[src/rtl/pipe_pkg.sv]
// pipe_pkg: shared pipeline-stage types and MEM/WB field widths.
package pipe_pkg;
    localparam int WB_W = 2;
    localparam int RW_W = 5;
    localparam int WORD_W = 32;
    localparam int MEMWB_DATA_W = WB_W + RW_W + 2 * WORD_W;
    localparam logic [1:0] OCC_EMPTY = 2'd0;
    localparam logic [1:0] OCC_ONE = 2'd1;
    localparam logic [1:0] OCC_TWO = 2'd2;
    typedef enum logic [1:0] {
        EMPTY = OCC_EMPTY,
        ONE   = OCC_ONE,
        TWO   = OCC_TWO
    } skid_state_t;
endpackage

[src/rtl/pipe_sat_cnt.sv]
// pipe_sat_cnt: saturating up-counter, falling-edge clocked, sync active-low reset.
module pipe_sat_cnt #(
    parameter int CNT_W = 16
) (
    input  logic             i_clk,
    input  logic             i_reset,
    input  logic             i_inc,
    output logic [CNT_W-1:0] o_cnt
);
    // count up on i_inc, sticking at all-ones
    always_ff @(negedge i_clk) begin
        if (!i_reset)
            o_cnt <= '0;
        else if (i_inc && !(&o_cnt))
            o_cnt <= o_cnt + 1'b1;
    end
endmodule

[src/rtl/pipe_skid_reg.sv]
// pipe_skid_reg: elastic stage register with 2-entry skid; PIPE_SKID_STALL_CNT_EN adds a stall counter.
module pipe_skid_reg
    import pipe_pkg::*;
#(
    parameter int DATA_W = MEMWB_DATA_W,
    parameter int CNT_W = 16
) (
    input  logic              i_clk,
    input  logic              i_reset,
    input  logic              i_flush,
    input  logic              i_in_valid,
    output logic              o_in_ready,
    input  logic [DATA_W-1:0] i_in_data,
    output logic              o_out_valid,
    input  logic              i_out_ready,
    output logic [DATA_W-1:0] o_out_data,
    output logic [1:0]        o_occupancy
`ifdef PIPE_SKID_STALL_CNT_EN
    ,
    output logic [CNT_W-1:0]  o_stall_cnt
`endif
);
    skid_state_t r_state, w_state;
    logic [DATA_W-1:0] r_main, r_skid, w_main, w_skid;
    logic r_in_ready, r_out_valid;
    logic w_in_fire, w_out_fire;

    assign w_in_fire = i_in_valid & r_in_ready;
    assign w_out_fire = r_out_valid & i_out_ready;
    assign o_in_ready = r_in_ready;
    assign o_out_valid = r_out_valid;
    assign o_out_data = r_main;
    assign o_occupancy = r_state;

    // next state and payload moves; flush empties both slots
    always_comb begin
        w_state = r_state;
        w_main = r_main;
        w_skid = r_skid;
        case (r_state)
            EMPTY: begin
                if (w_in_fire) begin
                    w_state = ONE;
                    w_main = i_in_data;
                end
            end
            ONE: begin
                if (w_in_fire && w_out_fire)
                    w_main = i_in_data;
                else if (w_in_fire) begin
                    w_state = TWO;
                    w_skid = i_in_data;
                end else if (w_out_fire)
                    w_state = EMPTY;
            end
            TWO: begin
                if (w_out_fire) begin
                    w_state = ONE;
                    w_main = r_skid;
                    w_skid = '0;
                end
            end
            default: w_state = EMPTY;
        endcase
        if (i_flush) begin
            w_state = EMPTY;
            w_main = '0;
            w_skid = '0;
        end
    end

    // state, payload and handshake flags all registered so ready never depends on out_ready combinationally
    always_ff @(negedge i_clk) begin
        if (!i_reset) begin
            r_state <= EMPTY;
            r_main <= '0;
            r_skid <= '0;
            r_in_ready <= 1'b0;
            r_out_valid <= 1'b0;
        end else begin
            r_state <= w_state;
            r_main <= w_main;
            r_skid <= w_skid;
            r_in_ready <= w_state != TWO;
            r_out_valid <= w_state != EMPTY;
        end
    end

`ifdef PIPE_SKID_STALL_CNT_EN
    pipe_sat_cnt #(.CNT_W(CNT_W)) u_stall_cnt (
        .i_clk   (i_clk),
        .i_reset (i_reset),
        .i_inc   (r_out_valid & ~i_out_ready),
        .o_cnt   (o_stall_cnt)
    );
`endif
endmodule

[config.mk]
export PLATFORM = sky130hd
export DESIGN_NAME = pipe_skid_reg
export DESIGN_NICKNAME = d
export VERILOG_FILES = /design/src/rtl/pipe_pkg.sv /design/src/rtl/pipe_sat_cnt.sv /design/src/rtl/pipe_skid_reg.sv
export SDC_FILE = /design/constraint.sdc
export NUM_CORES = 1
export LEC_CHECK = 0
export CORE_MARGIN = 4
export CORE_UTILIZATION = 55
export DETAILED_ROUTE_END_ITERATION = 10
export GPL_TIMING_DRIVEN = 1
export PLACE_DENSITY = 0.95
export SETUP_SLACK_MARGIN = 0.15
export SLEW_MARGIN = 10
export SYNTH_ARGS = -nofsm -noshare
export SYNTH_HDL_FRONTEND = slang
export SYNTH_SLANG_ARGS = --single-unit
[constraint.sdc]
create_clock -name i_clk -period 3.92 [get_ports i_clk]
set_input_delay 0.588 -clock i_clk [delete_from_list [all_inputs] [get_ports i_clk]]
set_output_delay 0.588 -clock i_clk [all_outputs]
set_load 0.01 [all_outputs]
Word-level counts from Yosys, hierarchy flattened
Index checks and enable logic that the tools add are counted.

$add $sub $neg: 0. Multiply operators: 0. Div/mod/pow operators: 0. Order comparisons: 0. Eq/ne operators: 8. Shift-type cells: 0. Mux-type cells: 14. Bitwise gates (word level): 3. Reduce and logical (&&, ||, !) cells: 8.

Operators by type and width (number): $mux W71 (5); $pmux W71 S3 (1); $pmux W71 S2 (1); $mux W2 (6); $ne A2 B2 Y1 const B (6); $reduce_and A4 Y1 (2); $pmux W2 S3 (1); $reduce_bool A2 Y1 (2); $reduce_bool A3 Y1 (1); $and A1 B1 Y1 (2); $eq A2 B1 Y1 const B (1); $eq A2 B2 Y1 const B (1); $logic_not A2 Y1 (1); $reduce_or A2 Y1 (1); $logic_and A1 B1 Y1 (1); $not A1 Y1 (1).

Register bits after elaboration: 146. Latch bits: 0. Bits in writable memories: 0. Memory bits (read-only): 0. Input bits: 76. Output and inout bits: 75. Logic and storage cells: 38. Memories kept: 0.

Logic depth before layout (Yosys ltp)
Depth after elaboration: 7. Depth in mapped cells: 6. Mapped depth without buffers: 3.

==> out/results.md <==
| Metric | Value | Unit |
| --- | --- | --- |
| Power share of the sequential group | 34.8 | % |
| Number of cell rows | 40 | - |
| Hold path endpoint | r_skid[1] | - |
| Post-placement worst setup slack | -0.2727 | ns |
| Post-detail-place hpwl | 13.25 | mm |
| Top-Level Pins | 151 | - |
| Clock latency on the worst-skew pair | 0.47 | ns |
| CTS H-tree depth | 4 | - |
| Worst Hold Margin | 0.4863 | ns |
| Most used flip-flop cell after synthesis | sky130_fd_sc_hd__dfxtp_1 | - |
| End of the worst register-to-register path | o_out_data[35] | - |
| Max IR drop VDD | 0.2759 | mV |
| Final Hold Vio Count | 0 | - |
| Type of the worst setup path | primary input to register | - |
| Startpoint of the lowest-slack register-to-register path | o_occupancy[0] | - |
| Hold crit path type | register to register | - |
| Worst-case reg-to-reg path depth | 5 | - |
| Non-Filler Instances | 1127 | - |
| Data arrival time at the worst-slack endpoint | 2.13 | ns |
| Total overflow reported by the global router | 0 | - |
| Number of global-route vias before repair | 7666 | - |
| YS warnings | 0 | - |
| Max capacitance violation total | 0 | - |
| Status | completed | - |
| Post-synthesis area per instance | 9.806 | sq um |
| Max Slew Vio Count | 0 | - |
| Initial DRC Count | 1010 | - |
| Min setup slack post-route | 0.1606 | ns |
| Number of remaining DRC errors | 0 | - |
| Wire length of the first global-routing pass | 37.42 | mm |
| Top library cells by usage in the layout, fill and taps aside | sky130_fd_sc_hd__inv_1 (152), sky130_fd_sc_hd__dfxtp_1 (144), sky130_fd_sc_hd__a211oi_1 (124), sky130_fd_sc_hd__clkdlybuf4s50_1 (75), sky130_fd_sc_hd__dlygate4sd2_1 (75) | - |
| Post-layout net count | 1022 | - |
| Crit start category | primary input | - |
| Number of clock buffers inserted by TritonCTS | 17 | - |
| Count of mapped cells out of synthesis | 696 | - |
| Number of sinks driven by the clock tree | 146 | - |
| Starting density of the core | 56.59 | % |
| Clock tree buffer depth | 2 | - |
| Part of the Yosys area used for sequential elements | 42.82 | % |
| Fraction of final layout cells with drive strength greater than 1 | 9.489 | % |
| Placer Congestion | 0.8361 | - |
| WHS Path Cells | 2 | - |
| Gr usage total | 32.03 | % |
| Total Wirelength | 23.58 | mm |
| Count of state elements after synthesis | 146 | - |
| Die Span Y | 119.4 | microns |
| Number of iterations in the first detailed-routing pass | 8 | - |
| Setup crit end kind | register | - |
| Leakage power | 4.508 | nW |
| CTS tree | built | - |
| Relative contribution of the clock network to total power | 55.7 | % |
| Post-detailed-route wirelength per cell | 20.92 | microns |
| Relative area change from synthesis to final layout | 41.26 | % |
| Gate power share | 9.4 | % |
| Residual antenna-violating net count after detailed routing | 0 | - |
| Finish-stage setup viols | 0 | - |
| Clock transition time at the flip-flop clock pins of the worst setup and hold paths | 0.03 | ns |
| Max Clock Skew | 0.02654 | ns |
| Data required time of the worst path | 2.30 | ns |
| Die outline width | 119.4 | microns |
| Net count after synthesis | 772 | - |
| PnR Total Power | 4.433 | mW |
| Net Switching | 1.340 | mW |
| Filler instances | 703 | - |
| EDFF count, synth | 0 | - |
| Synth Cell Area | 0.006825 | sq mm |
| Startpoint of the lowest-slack hold path | r_skid[1] | - |
| Setup repair after global routing missed its margin | no | - |
| Relative slew slack | 42.63 | % |
| Async set-reset flop share out of synthesis | 0 | % |
| Cell variety after synth | 30 | - |
| Drt via density | 6.591 | - |
| Total Die Area | 0.01426 | sq mm |
| Cell internal pwr | 3.093 | mW |
| Least-Margin Pin Slew | 0.8605 | ns |
| Most common cell after layout, fill and taps aside | sky130_fd_sc_hd__inv_1 | - |
| Maximum number of pins on one net before global-route repair | 80 | - |
| Total via count in the routed design | 7428 | - |
| Count of placed standard cells including taps | 949 | - |
| Cell at the root of the clock tree | sky130_fd_sc_hd__clkbuf_16 | - |
| Antenna violations before repair | 0 | - |
| Number of inserted diodes | 0 | - |
| Fin util | 79.94 | % |
| Internal reg-to-reg setup slack | 1.10 | ns |
| Highest net fanout along the worst path | 28 | - |
| Input/output buffers | 150 | - |
| Standard cell core area | 0.01206 | sq mm |
| Switching share of total power | 30.23 | % |
| Power density normalized to cell area | 459.8 | mW/mm^2 |
[sequential cells by signal, summed over array words and instances, names as in the netlist]
signal       count
r_skid          71
o_occupancy      2
o_out_valid      1
o_out_data      71
o_in_ready       1
[Yosys cell counts (2+ instances only)]
master	number	share of area (%)
sky130_fd_sc_hd__dfxtp_1	146	43
sky130_fd_sc_hd__a211oi_1	127	14
sky130_fd_sc_hd__a21oi_1	72	5.3
sky130_fd_sc_hd__mux2i_1	71	10
sky130_fd_sc_hd__nand4_1	71	6.5
sky130_fd_sc_hd__o211ai_1	71	7.8
sky130_fd_sc_hd__buf_2	38	2.8
sky130_fd_sc_hd__clkbuf_1	37	2.0
sky130_fd_sc_hd__buf_6	16	2.6
sky130_fd_sc_hd__a211oi_2	15	2.7
sky130_fd_sc_hd__buf_1	7	0.39
sky130_fd_sc_hd__buf_4	4	0.44
sky130_fd_sc_hd__and2_1	2	0.18
sky130_fd_sc_hd__nand2b_1	2	0.18
sky130_fd_sc_hd__nor3_1	2	0.15
[power groups by stage]
| stage | clock [mW] | combinational (mW) | sequential, mW |
|---|---|---|---|
| after floorplan | 0.227 | 0.193 | 1.57 |
| final | 2.47 | 0.418 | 1.54 |
| after global routing | 2.64 | 0.440 | 1.55 |
| after global placement | 0.227 | 0.402 | 1.56 |
| after detailed placement | 0.227 | 0.418 | 1.57 |
| after CTS | 2.49 | 0.408 | 1.54 |
[worst max-delay path by stage]
stage / startpoint / to / slack [ns] / cells past startpoint
after detailed placement: i_out_ready / r_skid[8] / -0.27 / 6
final: i_out_ready / o_out_data[35] / 0.16 / 6
after floorplan: i_flush / r_skid[10] / 0.40 / 5
after global routing: i_out_ready / o_out_data[35] / 0.15 / 6
after CTS: o_out_valid / o_out_valid / 0.14 / 1
after global placement: i_out_ready / r_skid[0] / -0.24 / 6
[cell families after synthesis]
family	synth area share, %
compound gates	30.61
flops	42.82
buf+inv	8.341
simple gates	7.809
mux	10.41
[through the flow]
step | instance area [sq um] | TNS, ns
2_1_floorplan | 6825 | 0
3_3_place_gp | 8524 | -19.31
3_5_place_dp | 8524 | -25.40
4_1_cts | 9630 | 0
5_1_grt | 9642 | 0
6_report | 9642 | 0
[worst max-delay path: stages]
cell and delay, ns:
sky130_fd_sc_hd__clkdlybuf4s50_1 0.45, sky130_fd_sc_hd__buf_4 0.17, sky130_fd_sc_hd__a21boi_1 0.28, sky130_fd_sc_hd__o21ai_4 0.14, sky130_fd_sc_hd__buf_12 0.19, sky130_fd_sc_hd__a211oi_1 0.30
[metal layers]
| layer | vias to the layer above | global-route usage (%) | part of all wire, % |
|---|---|---|---|
| li1 | 3266 | - | - |
| met1 | 3466 | 35.24 | 37 |
| met2 | 576 | 52.24 | 49 |
| met3 | 120 | 11.02 | 9.5 |
| met4 | 0 | 21.33 | 4.2 |
| met5 | - | 0 | 0 |
[repair_timing]
item	4_1_cts	5_1_grt
setup endpoints to repair	77	3
setup buffers	1	0
resized for setup	76	3
hold buffers	0	0
[final cells by class]
type | count | area (sq um) | share of cell area (%)
multi-input cells | 447 | 3385 | 35.10
flip-flops and latches | 146 | 2925 | 30.34
repair buffers | 188 | 1931 | 20.02
clock inverters | 161 | 765.7 | 7.942
clock buffers | 17 | 425.4 | 4.412
well taps | 168 | 210.2 | 2.180
Note: power is estimated with default switching activity, not from simulation.
